<file path="src/rtl/rv_lsu_pkg.sv">
// Shared definitions for the RV32I load/store unit: funct3 encodings and FSM states.
package rv_lsu_pkg;

  localparam logic [2:0] F3_B  = 3'd0;
  localparam logic [2:0] F3_H  = 3'd1;
  localparam logic [2:0] F3_W  = 3'd2;
  localparam logic [2:0] F3_BU = 3'd4;
  localparam logic [2:0] F3_HU = 3'd5;

  typedef enum logic [1:0] {
    IDLE      = 2'd0,
    LOAD_WAIT = 2'd1,
    RESP      = 2'd2
  } lsu_state_t;

endpackage

</file>
<file path="src/rtl/lsu_load_align.sv">
// Load data alignment: shifts the addressed byte/half down to bit 0 and sign/zero-extends it.
module lsu_load_align
  import rv_lsu_pkg::*;
(
  input  logic [31:0] i_word,
  input  logic [1:0]  i_off,
  input  logic [2:0]  i_funct3,
  output logic [31:0] o_data
);

  logic [31:0] w_shifted;

  assign w_shifted = i_word >> {i_off, 3'b000};

  always_comb begin
    o_data = w_shifted;
    case (i_funct3)
      F3_B:    o_data = {{24{w_shifted[7]}}, w_shifted[7:0]};
      F3_H:    o_data = {{16{w_shifted[15]}}, w_shifted[15:0]};
      F3_BU:   o_data = {24'd0, w_shifted[7:0]};
      F3_HU:   o_data = {16'd0, w_shifted[15:0]};
      default: o_data = w_shifted;
    endcase
  end

endmodule

</file>
<file path="src/rtl/load_store_unit.sv">
// RV32I load/store unit driving a 1-cycle-latency data BRAM port.
module load_store_unit
  import rv_lsu_pkg::*;
#(
  parameter int MEM_ADDR_W = 12
) (
  input  logic                  clk,
  input  logic                  rst_n,
  input  logic                  req_valid,
  output logic                  req_ready,
  input  logic                  req_we,
  input  logic [2:0]            req_funct3,
  input  logic [31:0]           req_addr,
  input  logic [31:0]           req_wdata,
  output logic                  resp_valid,
  input  logic                  resp_ready,
  output logic [31:0]           resp_rdata,
  output logic                  resp_err,
  output logic                  mem_we,
  output logic [MEM_ADDR_W-1:0] mem_addr,
  output logic [31:0]           mem_wdata,
  output logic [3:0]            mem_wstrb,
  input  logic [31:0]           mem_rdata
);

  lsu_state_t            r_state;
  logic [2:0]            r_f3;
  logic [1:0]            r_off;
  logic [MEM_ADDR_W-1:0] r_waddr;
  logic                  r_resp_valid;
  logic                  r_resp_err;
  logic [31:0]           r_resp_rdata;

  logic        w_accept;
  logic        w_err;
  logic        w_range;
  logic        w_illegal;
  logic        w_misalign;
  logic [31:0] w_ld_data;

  assign req_ready = (r_state == IDLE);
  // Gated by rst_n so the BRAM is never written while reset is held.
  assign w_accept  = req_valid & req_ready & rst_n;

  assign w_range    = |req_addr[31:MEM_ADDR_W+2];
  assign w_illegal  = req_we ? (req_funct3 > F3_W)
                             : ((req_funct3 == 3'd3) || (req_funct3[2:1] == 2'b11));
  assign w_misalign = (((req_funct3 == F3_H) || (req_funct3 == F3_HU)) & req_addr[0])
                    | ((req_funct3 == F3_W) & (|req_addr[1:0]));
  assign w_err      = w_range | w_illegal | w_misalign;

  assign mem_we   = w_accept & req_we & ~w_err;
  assign mem_addr = (r_state == IDLE) ? req_addr[MEM_ADDR_W+1:2] : r_waddr;

  always_comb begin
    mem_wstrb = 4'b1111;
    mem_wdata = req_wdata;
    case (req_funct3[1:0])
      2'd0: begin
        mem_wstrb = 4'b0001 << req_addr[1:0];
        mem_wdata = {4{req_wdata[7:0]}};
      end
      2'd1: begin
        mem_wstrb = req_addr[1] ? 4'b1100 : 4'b0011;
        mem_wdata = {2{req_wdata[15:0]}};
      end
      default: begin
        mem_wstrb = 4'b1111;
        mem_wdata = req_wdata;
      end
    endcase
  end

  lsu_load_align u_align (
    .i_word   (mem_rdata),
    .i_off    (r_off),
    .i_funct3 (r_f3),
    .o_data   (w_ld_data)
  );

  always_ff @(posedge clk or negedge rst_n) begin
    if (!rst_n) begin
      r_state      <= IDLE;
      r_f3         <= F3_W;
      r_off        <= 2'd0;
      r_waddr      <= '0;
      r_resp_valid <= 1'b0;
      r_resp_err   <= 1'b0;
      r_resp_rdata <= 32'd0;
    end else begin
      case (r_state)
        IDLE: begin
          if (w_accept) begin
            r_f3    <= req_funct3;
            r_off   <= req_addr[1:0];
            r_waddr <= req_addr[MEM_ADDR_W+1:2];
            if (req_we || w_err) begin
              r_state      <= RESP;
              r_resp_valid <= 1'b1;
              r_resp_err   <= w_err;
              r_resp_rdata <= 32'd0;
            end else begin
              r_state <= LOAD_WAIT;
            end
          end
        end
        LOAD_WAIT: begin
          r_state      <= RESP;
          r_resp_valid <= 1'b1;
          r_resp_err   <= 1'b0;
          r_resp_rdata <= w_ld_data;
        end
        RESP: begin
          if (resp_ready) begin
            r_state      <= IDLE;
            r_resp_valid <= 1'b0;
          end
        end
        default: r_state <= IDLE;
      endcase
    end
  end

  assign resp_valid = r_resp_valid;
  assign resp_err   = r_resp_err;
  assign resp_rdata = r_resp_rdata;

endmodule
</file>
<file path="config.mk">
export PLATFORM = sky130hd
export DESIGN_NAME = load_store_unit
export DESIGN_NICKNAME = d
export VERILOG_FILES = /design/src/rtl/rv_lsu_pkg.sv /design/src/rtl/lsu_load_align.sv /design/src/rtl/load_store_unit.sv
export SDC_FILE = /design/constraint.sdc
export NUM_CORES = 1
export LEC_CHECK = 0
export ABC_AREA = 1
export CAP_MARGIN = 25
export CORE_ASPECT_RATIO = 0.9
export CORE_MARGIN = 1.5
export CORE_UTILIZATION = 30
export DETAILED_ROUTE_END_ITERATION = 8
export HOLD_SLACK_MARGIN = 0.15
export MAX_ROUTING_LAYER = met4
export PLACE_DENSITY = 0.63
export RECOVER_POWER = 100
export SYNTH_ARGS = -nofsm -noshare
export SYNTH_HDL_FRONTEND = slang
export SYNTH_SLANG_ARGS = --single-unit
export TNS_END_PERCENT = 100
</file>
<file path="constraint.sdc">
create_clock -name clk -period 1.6 [get_ports clk]
set_input_delay 0.32 -clock clk [delete_from_list [all_inputs] [get_ports clk]]
set_output_delay 0.32 -clock clk [all_outputs]
set_load 0.01 [all_outputs]
</file>
==> results.ini, run 1 <==
[clocking]
clk_path_buf_depth = 2
cts_root_buf = clkbuf_16
clock_latency_ps = 290
clock-sinks = 53
cts-htree-levels = 2
cts_tree = done
numCtsBuffers = 5
clkTransAtPathRegs_ps = 70

[finish]
nNetsFinal = 853
syn2layout_area_growth_pct = 71.2
finish.instance_area_um2 = 6060
drive_gt1_share_pct = 22.3
fillCellCount = 1219

[synth]
synthDistinctLibCells = 31
yosysTopAreaCellShare_pct = 36.8
netlist_instances = 530
synth_common_cells = nand2_1 (229), dfrtp_1 (52), nor2_1 (50)
ys_ff_latch = 53
synth_area_leaders = dfrtp_1 (37%), nand2_1 (24%), o21ai_0 (5.9%)
postSynthAreaPerCell_um2 = 6.67
async_flop_share_pct = 100
yosysTopAreaCell = dfrtp_1
synth_edf_count = 0
synth_flop_cell = dfrtp_1
synth_seq_area_share_pct = 37.5
yosysMostFrequentCell = nand2_1
syn_area_um2 = 3540
synth_fp_nets = 634
yosysWarnings = 0

[routing]
totalWireLength_um = 13100
dr_total_vias = 4224
first_pass_iters = 4
ant_nets = 0
drt_iter0_markers = 208
viasPerCell = 4.66
drc = 0
wl_per_cell_um = 14.4

[power]
internal-power_mw = 2.99
vdd.ir_drop.worst_uv = 480
p_sw_mw = 1.51
pwr-share-seq_pct = 33.8
leakage_nw = 3.09
power_frac_clock_pct = 27.8
pwr-share-comb_pct = 38.4
powerDensity_nw_per_um2 = 742
switching_share_pct = 33.5

[sta]
tightest_slew_ps = 700
timing.final.crit_share_pct = 103
setup_slack_ps = -45.7
hold_viol = 0
rsz0062_at_grt = true
fin_hold_ws_ps = 265
fin_crit_ps = 1650
max_clock_freq_mhz = 608
finalClockSkew_ps = 6.15
setup_violations = 5
final_max_slew_viol_count = 0
relSlewSlack_pct = 53.3

[critical_path]
start_kind = register
worstPathMaxFanout = 3
reg2regPathDepth = 11
required_ps = 1280
crit_type = register to primary output
critical_path_arrival_ps = 1330
cp-end-kind = primary output

[grt]
grt_antenna_before_repair = 1
grt_pass1_vias = 4358
grt_overflow = 0
grt_pass1_wl_um = 21100
grt_max_degree = 54
track_usage_pct = 21.7

[place]
portBuffers = 187
gp_congestion = 0.859
dpl_cell_area_um2 = 5780
dpl.hpwl_um = 10200

[floorplanning]
ios = 188
die_w_um = 117
die_height_um = 106
core_area_um2 = 11500
initial_core_util_pct = 30.8
row_count = 37
die_area_um2 = 12500

[hold_path]
hp-class = input port to async pin

[outcome]
outcome = finished, violations left
violations = setup timing

[job]
cap_violations = 0

==> placed cells by master (no fill, tap or decap), types with 19 or more instances in the layout <==
master           instances
buf_2                   22
buf_4                   51
clkdlybuf4s50_1        107
dfrtp_1                 52
dlygate4sd2_1           26
inv_1                   21
nand2_1                220
nand2_2                 19
nand3_1                 30
nor2_1                  46
o21ai_0                 23
==> final cells by class <==
| class | count | area, um2 | area share [%] |
|---|---|---|---|
| Antenna cell | 1 | 2.50 | 0.0413 |
| Sequential cell | 53 | 1330 | 21.9 |
| Tap cell | 156 | 195 | 3.22 |
| Clock buffer | 5 | 125 | 2.07 |
| Timing Repair Buffer | 247 | 2250 | 37.1 |
| Clock inverter | 3 | 43.8 | 0.723 |
| Multi-Input combinational cell | 413 | 2000 | 33.0 |
| Inverter | 29 | 114 | 1.88 |
==> metrics by stage <==
stage	std cells	power [mW]	worst slack [ps]	utilization, %	TNS, ps
3_5_place_dp	886	3.26	-761	50.3	-39010
2_1_floorplan	530	2.41	63.8	-	0
4_1_cts	903	4.49	-152	52.1	-299
6_report	907	4.49	-45.7	52.8	-71.3
5_1_grt	907	4.78	-103	52.8	-1380
3_3_place_gp	886	3.24	-754	50.3	-37920
==> timing repair <==
item | 4_1_cts | 5_1_grt
buffers inserted | 8 | 4
gates cloned | 1 | 0
pin swaps | 25 | 22
hold buffers | 0 | 0
gates resized for setup | 189 | 71
setup endpoints to repair | 85 | 65
==> path summary, 6_finish.rpt <==
| kind | start | end | slack (ps) |
|---|---|---|---|
| setup / recovery | r_state[1] | mem_we | -50 |
| hold / removal | rst_n | resp_rdata[2] | 270 |
| setup reg to reg | r_state[1] | resp_rdata[1] | 20 |
| hold reg to reg | resp_rdata[19] | resp_rdata[19] | 470 |
| max in group asynchronous | rst_n | resp_rdata[1] | 860 |
| min in group clk | req_funct3[2] | r_f3[2] | 410 |
==> logic make-up after synthesis <==
logic type	Yosys count	share of synthesized area, %
AO/OA/AOI/OAI	70	10.6
buffers and inverters	64	9.59
flip-flops	53	37.5
multiplexers	7	1.98
AND/OR/NAND/NOR	336	40.3
==> metal layers <==
metal | track usage, % | vias to the layer above | part of all wire (%)
met2 | 36.8 | 161 | 48
met4 | 5.14 | 0 | 1.6
met1 | 25.0 | 1941 | 41
li1 | - | 2105 | -
met3 | 7.19 | 17 | 9.3
met5 | - | - | 0
==> critical path, stage by stage, from the launching register on <==
cell and delay [ps]:
dfrtp_1 400, inv_2 90, nand2_4 70, nor2_4 90
inv_2 50, nor4_2 150, buf_2 180
==> sequential cells by signal (all words and copies together), names as in the netlist <==
| signal | cells |
|---|---|
| r_f3 | 3 |
| r_off | 2 |
| resp_rdata | 32 |
| resp_valid | 1 |
| r_state | 2 |
| r_waddr | 12 |
| resp_err | 1 |
==> power groups by stage <==
stage	Sequential [mW]	Combinational (mW)	Clock (mW)
5_1_grt	1.53	1.92	1.34
3_3_place_gp	1.53	1.71	0
4_1_cts	1.51	1.69	1.29
2_1_floorplan	1.51	0.902	0
3_5_place_dp	1.54	1.72	0
6_report	1.52	1.73	1.25
Note: power is estimated with default switching activity, not from simulation.
==> run 2: changes to the inputs <==
PLACE_DENSITY = 0.62   (was 0.63)
SYNTH_HIERARCHICAL = 1   (was default)
==> run 2 against run 1 <==
  * The flow still finishes with violations (setup timing)
  * Critical endpoint unchanged
  * Global-route usage is 0.68 points lower
  * Final cell count shrank 0.55%
  * Combinational power is essentially flat
  * Count of clock-buffer cells in the layout unchanged
  * Worst setup slack lost 200 ps
  * Wire length increased by 1.6%
  * Final area increased by 0.33%
  * Fmax is 11% lower
  * Largest cell class unchanged
  * Sequential power about the same
  * Non-clock buffer count decreased by 12
  * Total power down 1.2%
  * Critical path depth shrank 1
  * Highest routed layer unchanged
==> results.ini, run 2 <==
[outcome]
outcome = finished, violations left
violations = setup timing

[clocking]
numCtsBuffers = 5  ; unchanged
cts.hold.buffers_added = 0  ; unchanged
cts_tree = done
cts_root_buf = clkbuf_16
clk_path_buf_depth = 2  ; unchanged
cts-htree-levels = 2  ; unchanged
clock_latency_ps = 300  ; about the same
clock-sinks = 53  ; unchanged
clkTransAtPathRegs_ps = 80  ; about the same

[synth]
syn_area_um2 = 3700  ; +4.6%
yosysWarnings = 6  ; +6
netlist_instances = 538  ; +1.5%
ys_ff_latch = 53  ; unchanged
yosysMostFrequentCell = nand2_1
synth_seq_area_share_pct = 35.9  ; -1.6 points
synth_area_leaders = dfrtp_1 (35%), nand2_1 (23%), o21ai_0 (6.5%)
synth_edf_count = 0  ; unchanged
synth_common_cells = nand2_1 (229), dfrtp_1 (52), o21ai_0 (48)
synthDistinctLibCells = 31  ; unchanged
synth_flop_cell = dfrtp_1
async_flop_share_pct = 100  ; unchanged
synth_fp_nets = 642  ; +1.3%
yosysTopAreaCell = dfrtp_1
postSynthAreaPerCell_um2 = 6.87  ; +3.0%
yosysTopAreaCellShare_pct = 35.2  ; -1.6 points

[finish]
regArea_um2 = 1330  ; unchanged
antenna_cells = 0  ; -1
layout.cells.non_filler = 902  ; -0.55%
fillCellCount = 1204  ; -1.2%
final_common_cell = nand2_1
drive_gt1_share_pct = 21.6  ; -0.70 points
largest_reg_flops = 32  ; unchanged
nNetsFinal = 845  ; -0.94%
fin_util_pct = 50.5  ; -2.2 points
multi_input_area_um2 = 2060  ; +3.1%
final_cell_mix = nand2_1 (220), clkdlybuf4s50_1 (106), dfrtp_1 (52)
syn2layout_area_growth_pct = 64.3

[sta]
fin_hold_ws_ps = 392  ; +126 ps
relSlewSlack_pct = 9.38  ; -44 points
finalClockSkew_ps = 8.11  ; +1.97 ps
fin_crit_ps = 1850  ; +199 ps
timing.final.crit_share_pct = 115  ; +12 points
max_clock_freq_mhz = 542  ; -11%
setup_slack_ps = -245  ; -199 ps
rsz0062_at_grt = true
fin_tns_setup_ps = -2420  ; -2350 ps
setup_violations = 35  ; +30
final_max_slew_viol_count = 0  ; unchanged
tightest_slew_ps = 1360  ; +659 ps
hold_viol = 0  ; unchanged

[floorplanning]
die_w_um = 120  ; +2.2%
die_height_um = 108  ; +2.2%
initial_core_util_pct = 30.7  ; -0.062 points
ios = 188  ; unchanged
core_area_um2 = 12000  ; +4.8%
row_count = 38  ; +2.7%
die_area_um2 = 13000  ; +4.4%

[grt]
track_usage_pct = 21.0  ; -0.68 points
grt_max_degree = 54  ; unchanged
grt_pass1_vias = 4477  ; +2.7%
grt_antenna_before_repair = 0  ; -1
grt_pass1_wl_um = 21000  ; -0.16%
grt_overflow = 0  ; unchanged

[power]
leakage_nw = 3.12  ; +0.82%
powerDensity_nw_per_um2 = 731  ; -1.5%
vdd.ir_drop.worst_uv = 394  ; -18%
total_power_mw = 4.44  ; -1.2%

[place]
placed_cells = 883  ; -0.34%
dpl.hpwl_um = 9950  ; -2.3%
portBuffers = 187  ; unchanged
gp_congestion = 0.836  ; -2.6%

[routing]
ant_nets = 0  ; unchanged
drc = 0  ; unchanged
totalWireLength_um = 13300  ; +1.6%
viasPerCell = 4.71  ; +1.2%
first_pass_iters = 4  ; unchanged
wl_per_cell_um = 14.8  ; +2.2%
drt_iter0_markers = 272  ; +31%
dr_total_vias = 4250  ; +0.62%

[critical_path]
cp-end-kind = primary output
crit_type = register to primary output
worstPathMaxFanout = 2  ; -1
required_ps = 1280  ; about the same
start_kind = register
critical_path_arrival_ps = 1530  ; +200 ps

[job]
cap_violations = 0  ; unchanged

[hold_path]
hp-class = input port to register

==> run 2: cell types whose count changed after synthesis, moves of 6 or more <==
cell      before  now
o31ai_1        7    0
o211ai_1       2   17
nand3_1       30   22
mux2i_1        7    0
a21oi_1       17   10
a22oi_1        0    7
nor2_1        50   27
o21ai_0       42   48
inv_1         24   32
nand3_2        0   17
==> run 2: cell families (layout without fill, tap and decap cells) <==
logic type / Yosys count / count (layout) / share of synthesized area, %
AOI/OAI and AO/OA: 83 / 83 / 12.9
and+or+nand+nor: 325 / 325 / 39.9
buffers and inverters: 77 / 281 / 11.3
DFF: 53 / 53 / 35.9
==> run 2: what timing repair did <==
action	4_1_cts	5_1_grt
setup endpoints to repair	84	72
gates cloned	2	1
gates resized for setup	196	44
pin swaps	9	14
setup buffers	6	3
==> run 2: critical path, stage by stage (launching register included) <==
cell,delay (ps)
dfrtp_1,390
or2_4,280
nor2_4,100
inv_2,50
nor4_4,230
buf_2,180
==> run 2: area by class of cell <==
type / instances / area share, %
clock buffers: 5 / 2.06
clock inverters: 3 / 0.474
inverters: 38 / 2.59
multi-input cells: 408 / 33.9
flip-flops and latches: 53 / 21.8
well taps: 160 / 3.29
repair buffers: 235 / 35.8
==> run 2: layer usage <==
| metal | vias up | track usage [%] | part of all wire (%) |
|---|---|---|---|
| met3 | 10 | 4.11 | 6.2 |
| met1 | 1968 | 23.5 | 41 |
| li1 | 2115 | - | - |
| met4 | 0 | 3.32 | 0.76 |
| met5 | - | - | 0 |
| met2 | 157 | 39.4 | 52 |
==> run 2: path summary, 6_finish.rpt <==
path	slack, ps	from	depth (start not counted)	to
min	390	req_funct3[0]	3	r_f3[0]
min in group asynchronous	460	rst_n	2	resp_rdata[20]
max	-250	r_state[1]	5	mem_we
min reg2reg	480	resp_rdata[31]	2	resp_rdata[31]
max reg2reg	-80	r_state[1]	10	resp_rdata[29]
max in group asynchronous	320	rst_n	2	resp_rdata[31]
==> run 2: per-stage QoR <==
step | instance area (um2) | setup WS, ps
CTS | 5990 | -261
detailed placement | 5860 | -936
finish | 6080 | -245
global route | 6080 | -313
global placement | 5860 | -936
floorplan | 3710 | 25.1
==> run 2: report_power, final <==
group / switching, mW / internal [mW] / leakage [nW]
Combinational: 0.956 / 0.798 / 2.34
Clock: 0.564 / 0.602 / 0.0763
Sequential: 0.0870 / 1.44 / 0.707
==> run 3: changes to the inputs <==
CELL_PAD_IN_SITES_DETAIL_PLACEMENT = 1   (was default)
CELL_PAD_IN_SITES_GLOBAL_PLACEMENT = 2   (was default)
CORE_UTILIZATION = 20   (was 30)
PLACE_DENSITY = 0.79   (was 0.62)
==> run 3 against run 2 <==
  * Sequential cell count did not move
  * The run still ends with setup timing left
  * First-iteration DRC count decreased by 50%
  * Count of clock-buffer cells in the layout is 1 higher
  * Largest cell class unchanged
==> results.ini, run 3 (synthesized netlist as in run 2, its figures left out) <==
[finish]
final_cell_mix = nand2_1 (171), clkdlybuf4s50_1 (95), nand2_2 (53)
fin_util_pct = 37.9  ; -13 points
syn2layout_area_growth_pct = 82.8
largest_reg_flops = 32  ; unchanged
final_common_cell = nand2_1
drive_gt1_share_pct = 33.4  ; +12 points
nNetsFinal = 861  ; +1.9%
layout.cells.non_filler = 999  ; +11%
finish.instance_area_um2 = 6760  ; +11%

[critical_path]
required_ps = 1280  ; about the same
crit_slowest_cell = dfrtp_1
crit_type = register to primary output
path_buf_inv = 2  ; unchanged
cp_top_family = flip-flops
critical_path_arrival_ps = 1540  ; about the same
worstPathMaxFanout = 12  ; +10
crit_path_cell_trace = or2_4, buf_4, o21ai_4, buf_2
cp-end-kind = primary output
cpPeakStageDelay_ps = 390  ; about the same
start_kind = register
r2r_setup_slack_ps = -200  ; -120 ps

[sta]
tightest_slew_ps = 1300  ; -56.4 ps
final_max_slew_viol_count = 0  ; unchanged
rsz0062_at_grt = true
finalClockSkew_ps = 4.88  ; -3.23 ps
hold_viol = 0  ; unchanged
setup_violations = 51  ; +46%
timing.final.crit_share_pct = 116  ; +0.92 points
relSlewSlack_pct = 13.1  ; +3.8 points
setup_slack_ps = -260  ; -14.8 ps
max_clock_freq_mhz = 538  ; -0.79%
fin_crit_ps = 1860  ; +14.8 ps

[floorplanning]
ios = 188  ; unchanged
initial_core_util_pct = 20.7  ; -10 points
die_height_um = 132  ; +22%
row_count = 46  ; +21%
core_area_um2 = 17800  ; +48%
die_w_um = 146  ; +22%
die_area_um2 = 19300  ; +49%

[grt]
grt_antenna_before_repair = 1  ; +1
grt_pass1_wl_um = 25700  ; +22%
grt_overflow = 0  ; unchanged
grt_max_degree = 54  ; unchanged
track_usage_pct = 17.6  ; -3.4 points
grt_pass1_vias = 4884  ; +9.1%

[power]
total_power_mw = 4.88  ; +9.9%
vdd.ir_drop.worst_uv = 420  ; +6.7%
pwr-share-seq_pct = 31.7  ; -2.6 points
powerDensity_nw_per_um2 = 722  ; -1.2%
switching_share_pct = 35.6  ; -0.59 points
internal-power_mw = 3.15  ; +11%
p_sw_mw = 1.74  ; +8.1%
leakage_nw = 3.46  ; +11%
pwr-share-comb_pct = 40.8  ; +1.3 points
power_frac_clock_pct = 27.5  ; +1.3 points

[clocking]
cts_tree = done
cts-htree-levels = 2  ; unchanged
cts.hold.buffers_added = 0  ; unchanged
clkTransAtPathRegs_ps = 70  ; about the same
cts_root_buf = clkbuf_16
numCtsBuffers = 5  ; unchanged
clock-sinks = 53  ; unchanged
clk_path_buf_depth = 2  ; unchanged
clock_latency_ps = 310  ; about the same

[routing]
totalWireLength_um = 16400  ; +23%
dr_total_vias = 4373  ; +2.9%
first_pass_iters = 4  ; unchanged
viasPerCell = 4.38  ; -7.1%
ant_nets = 0  ; unchanged
wl_per_cell_um = 16.5  ; +11%
drc = 0  ; unchanged
drt_iter0_markers = 135  ; -50%

[outcome]
outcome = finished, violations left
violations = setup timing

[place]
dpl.hpwl_um = 12500  ; +25%
dpl_cell_area_um2 = 6040  ; +3.2%
portBuffers = 187  ; unchanged
placed_cells = 973  ; +10%
gp_congestion = 0.883  ; +5.6%
place_ws_ps = -921  ; +15.3 ps

[job]
cap_violations = 0  ; unchanged

[hold_path]
hp-class = input port to register

## run 3: power groups by stage
stage | clock, mW | sequential, mW | combinational [mW]
after global placement | 0 | 1.55 | 1.85
after floorplan | 0 | 1.52 | 1.04
after global routing | 1.43 | 1.56 | 2.21
final | 1.34 | 1.55 | 1.99
after CTS | 1.40 | 1.53 | 1.97
after detailed placement | 0 | 1.56 | 1.88
## run 3: through the flow
step	hold slack [ps]	setup TNS (ps)
global placement	458	-36210
floorplan	24.4	0
finish	411	-9320
global route	446	-12980
CTS	315	-8980
detailed placement	463	-38390
## run 3: timing repair
action / 4_1_cts / 5_1_grt
pin swaps: 11 / 30
setup buffers: 10 / 7
resized for setup: 239 / 129
endpoints found under the setup margin: 84 / 73
gates cloned: 5 / 0
## run 3: worst reg2reg max path: stages, from the launching register on
cell and delay (ps):
dfrtp_1 390, or2_4 290, buf_6 150, buf_16 140, clkinv_4 50, buf_6 90, nand4_4 140, nand2_8 130
buf_12 110, buf_12 140, nand2_2 60, nand2_1 60
## run 3: final cells by class
class                      count  area, um2
timing repair buffer         251       2410
fill                        2188      11100
tap                          240        300
multi-input combinational    408       2390
inverter                      38        158
antenna                        1       2.50
sequential                    53       1330
clock inverter                 2       37.5
clock buffer                   6        139
## run 3: final timing paths
kind / start / end / depth (start not counted)
setup reg to reg: r_state[0] / resp_rdata[9] / 11
min in group asynchronous: rst_n / resp_rdata[5] / 2
hold reg to reg: resp_rdata[15] / resp_rdata[15] / 2
max in group asynchronous: rst_n / r_waddr[3] / 2
setup / recovery: r_state[0] / mem_addr[2] / 4
hold / removal: req_funct3[2] / r_f3[2] / 4
## run 3: per-layer routing
layer | global-route usage, % | wire [um] | up-vias
met1 | 20.2 | 7020 | 2072
met4 | 4.83 | 198 | 0
met2 | 31.0 | 8330 | 146
li1 | - | - | 2145
met5 | - | 0 | -
met3 | 3.53 | 887 | 10
==> variant 1, RTL diff (settings of run 1) <==
Encoding of `lsu_state_t`: now one-hot (3 bits for 3 states).
--- a/src/rtl/rv_lsu_pkg.sv
+++ b/src/rtl/rv_lsu_pkg.sv
@@ -8,8 +8,8 @@
   localparam logic [2:0] F3_HU = 3'd5;
 
-  typedef enum logic [1:0] {
-    IDLE      = 2'd0,
-    LOAD_WAIT = 2'd1,
-    RESP      = 2'd2
+  typedef enum logic [2:0] {
+    IDLE      = 3'b001,
+    LOAD_WAIT = 3'b010,
+    RESP      = 3'b100
   } lsu_state_t;
 
Check against the original RTL: no difference found for any inputs over 10 cycles, from zero or initial values and one cycle with rst_n low; not proved beyond that.
==> variant 1 against run 1 <==
The flow still finishes with violations (negative setup slack). Die area shrank 1.9%. Synthesized area shrank 1.9%. Worst setup slack lost 0.28 ns. Sequential share of layout area shrank 1.2 points. Sequential cell count grew 1. Global-route usage grew 0.22 points. Critical path depth is the same. Wire length grew 4.7%. Cell area grew 8.1%. Highest routed layer unchanged.
Power is not compared: it rests on default switching activity, and its combinational part moved more than twofold at a synthesized area within 25%.
==> variant 1: results (changes against run 1) <==
| Metric | Value |
|---|---|
| Final HPWL DP | 9.56 mm (-6.1%) |
| Worst EP arrival | 1.61 ns (+0.28 ns) |
| Slowest cell on the critical path | clkdlybuf4s50_1 |
| Hold Crit Class | input pin to flip-flop |
| NonClk Buf Share | 37.0% (-0.095 points) |
| Worst-path fanout max | 2 (-1) |
| Internal power | between 4 and 5 mW |
| Fin util | 57.7% (+5.0 points) |
| Drt wl/cell | 15.1 um (+4.2%) |
| Fraction of area in multi-input gates | 34.3% (+1.3 points) |
| Synth cell count leaders | nand2_1, o21ai_0, dfrtp_1 |
| Final worst slack | -0.327 ns (-0.282 ns) |
| Nets@finish | 858 (+0.59%) |
| Status | finished, violations left |
| Wirelength, routed | 13.7 mm (+4.7%) |
| Worst Skew | 0.00735 ns (+0.00120 ns) |
| #MultiIn Comb | 398 (-3.6%) |
| Worst rel slew slack | 7.93% (-45 points) |
| Antenna violations before repair | 0 (-1) |
| Share of cells above drive strength 1 | 31.9% (+9.7 points) |
| Worst R2R End | resp_rdata[30] |
| Clk_buf instances | 6 (+1) |
| Fraction of area in registers | 20.7% (-1.2 points) |
| Kind of cell adding the most delay to the critical path | simple AND/OR/NAND/NOR gates |
| Largest cells by area after synthesis | dfrtp_1, nand2_1, o21ai_0, nand3_1, inv_1 |
| Dpl cells | 879 (-0.79%) |
| Post-synth ARST share | 100% (unchanged) |
| Largest net degree at the start of global routing | 55 (+1.9%) |
| Vias per inst | 4.78 (+2.6%) |
| Plain + repair buffers | 257 (+4.0%) |
| Total Routing Usage GR | 21.9% (+0.22 points) |
| Fillers | 1,065 (-13%) |
| Worst R2R Path Depth | 13 (+2) |
| CP Launch Point | req_addr[15] |
| Inserted Diodes | 0 (-1) |
| FF-to-FF Start | r_state[0] |
| Non-clock inverter total of the final layout | 38 (+31%) |
| Layout clock area frac | 2.71% (-0.076 points) |
| Mapped Nets | 630 (-0.63%) |
| Final setup fails | 71 (+66) |
| Routability congestion estimate | 0.856 (-0.33%) |
| Global-route wire length before repair | 20.5 mm (-2.9%) |
| Drt pass-1 iters | 5 (+1) |
| Failing checks | negative setup slack |
| Mapped Cells | 526 (-0.75%) |
| Setup slack after placement | -0.916 ns (-0.155 ns) |
| Hold slack | 0.385 ns (+0.119 ns) |
| Flop2flop setup slack | -0.32 ns (-0.34 ns) |
| CTS Buf Count | 5 (unchanged) |
| Synth cell types | 27 (-13%) |
| Synth Register Bits | 54 (+1.9%) |
-- variant 1: changes by cell type after synthesis, sizes merged, moves of 3 or more --
cell and delta:
nor2 -31, o211ai +11, inv +10, o21ai +9, nand2 -8, o21a +8
a21oi -7, mux2i -7, nand3 +7, o31ai -7, or2 +7, clkbuf +3
-- variant 1: what timing repair did --
action | 4_1_cts | 5_1_grt
cloned | 2 | 5
gates resized for setup | 199 | 168
setup endpoints to repair | 88 | 88
buffers inserted | 7 | 14
pin swaps | 5 | 19
-- variant 1: metal layers --
layer | global-route usage, % | vias to the layer above | wire [um]
li1 | - | 2129 | -
met1 | 25.2 | 2046 | 5410
met2 | 39.5 | 165 | 7330
met3 | 3.94 | 11 | 831
met4 | 4.53 | 0 | 138
met5 | - | - | 0
-- variant 1: logic make-up after synthesis --
kind of cell	synth area share (%)
simple gates	37.1
compound gates	13.6
buf+inv	9.88
flops	39.0
mux	0.325
==> variant 2, RTL diff (flow settings as in run 1) <==
Without the edit above. The parameter `MEM_ADDR_W` goes from 12 to 13.
--- a/src/rtl/load_store_unit.sv
+++ b/src/rtl/load_store_unit.sv
@@ -3,5 +3,5 @@
   import rv_lsu_pkg::*;
 #(
-  parameter int MEM_ADDR_W = 12
+  parameter int MEM_ADDR_W = 13
 ) (
   input  logic                  clk,
Ports: changed (resized mem_addr); port bits go from 188 to 189. No check against the original RTL was run, so the function may have changed too.
==> variant 2 against run 1 <==
Sequential cell count increased by 1. Sequential share of layout area increased by 0.17 points. Clock skew decreased by 0.0012 ns. Cell area increased by 1.2%. Critical path type unchanged. Synthesized area increased by 1.0%. Wire length increased by 5.5%. Worst setup slack got worse by 0.083 ns. The run still ends with negative setup slack left. Largest cell class unchanged. Total power decreased by 0.91%.
==> variant 2: results (changes against run 1) <==
| Metric | Value |
|---|---|
| Status | finished, violations left |
| Failing checks | negative setup slack |
| Clk slew on worst S/H paths | 0.07 ns (about the same) |
| Multi-input gate area | 0.00204 mm2 (+2.1%) |
| Cell Pwr Density | 727 mW/mm2 (-2.1%) |
| Clk_buf instances | 6 (+1) |
| Internal power | 2.90 mW (-2.9%) |
| Pin slew with the least headroom to its limit | 1.38 ns (+0.676 ns) |
| Global-route wire length before repair | 21.8 mm (+3.3%) |
| M2 GR Usage | 38.4% (+1.6 points) |
| Plain + repair buffers | 253 (+2.4%) |
| Final HPWL DP | 10.2 mm (+0.11%) |
| Share of cells above drive strength 1 | 23.0% (+0.69 points) |
| Dpl cells | 887 (+0.11%) |
| Synth cell types | 28 (-9.7%) |
| Non-clock inverter total of the final layout | 31 (+6.9%) |
| # port buffers | 188 (+0.53%) |
| Final Instance Count excl. Fillers | 915 (+0.88%) |
| Routability congestion estimate | 0.926 (+7.9%) |
| Worst Skew | 0.00495 ns (-0.00120 ns) |
| Worst R2R End | resp_rdata[6] |
| Largest cells by area after synthesis | dfrtp_1, nand2_1, o21ai_0, nor2_1, nand3_1 |
| Post-synth EDFFs | 0 (unchanged) |
| Drt pass-1 iters | 5 (+1) |
| Synth cell count leaders | nand2_1, dfrtp_1, o21ai_0 |
| Post-synthesis compound-gate area fraction | 11.6% (+0.91 points) |
| Nets@finish | 861 (+0.94%) |
| Drt wl/cell | 15.1 um (+4.6%) |
| Worst R2R Path Depth | 10 (-1) |
| Synthesized area per cell | 6.74 um2 (+1.0%) |
| Fillers | 1,124 (-7.8%) |
| Met1 global-route usage | 25.6% (+0.66 points) |
| Die area | 0.0126 mm2 (+1.0%) |
| Setup slack after placement | -0.775 ns (-0.0137 ns) |
| Global Route met3 Usage | 6.60% (-0.59 points) |
| Hold slack | 0.437 ns (+0.172 ns) |
| Final worst slack | -0.128 ns (-0.0828 ns) |
| #MultiIn Comb | 412 (-0.24%) |
| Fraction of area in registers | 22.1% (+0.17 points) |
| Final setup fails | 14 (+9) |
| Iter 0 DRT Violations | 433 (+110%) |
| M1 wire length | 5.52 mm (+3.7%) |
| Hold Crit Class | input pin to flip-flop |
| Met2 wire len | 6.80 mm (+7.1%) |
| Vias in the first global route | 4,490 (+3.0%) |
| Comb. pwr | 1.82 mW (+5%) |
| Mux cell area share after synthesis | 1.96% (-0.020 points) |
| Final TNS setup | -1.29 ns (-1.22 ns) |
| Worst-path fanout max | 7 (+4) |
| Total Routing Usage GR | 22.2% (+0.58 points) |
| Metal3 WL | 1.26 mm (+2.8%) |
| Leakage | 3.05 nW (-1.2%) |
| Largest net degree at the start of global routing | 55 (+1.9%) |
| Area after DPL | 0.00581 mm2 (+0.50%) |
| Total power | 4.45 mW (-0.91%) |
| Reg power frac | 34.6% (+0.8 points) |
| Worst hold endpoint | r_f3[0] |
| NonClk Buf Share | 37.1% (about the same) |
| Synth Register Bits | 54 (+1.9%) |
| Worst EP arrival | 1.41 ns (+0.08 ns) |
==> variant 2: changes by cell type in the layout (fill, tap and decap cells not counted), sizes merged, moves of 2 or more <==
cell           delta
a21oi             +6
dlygate4sd2       +6
clkdlybuf4s50     +5
clkdlybuf4s15     -3
dlymetal6s2s      -6
nand2             -4
o21ai             +2
nand3             +2
inv               +3
clkbuf            -2
nor2              -8
buf               +8
==> variant 2: how the worst max path moves through the flow <==
stage	from	endpoint	slack, ns	cells after the start
5_1_grt	r_state[0]	mem_we	-0.19	7
3_5_place_dp	req_funct3[0]	mem_wdata[14]	-0.77	6
2_1_floorplan	r_state[0]	mem_we	0.06	5
4_1_cts	r_state[0]	mem_we	-0.19	7
3_3_place_gp	req_funct3[0]	mem_we	-0.76	7
6_report	r_state[1]	mem_addr[11]	-0.13	7
==> variant 2: timing repair <==
item | 4_1_cts | 5_1_grt
resized for setup | 218 | 39
setup endpoints to repair | 87 | 58
pin swaps | 28 | 11
cloned | 4 | 2
setup buffers | 9 | 7
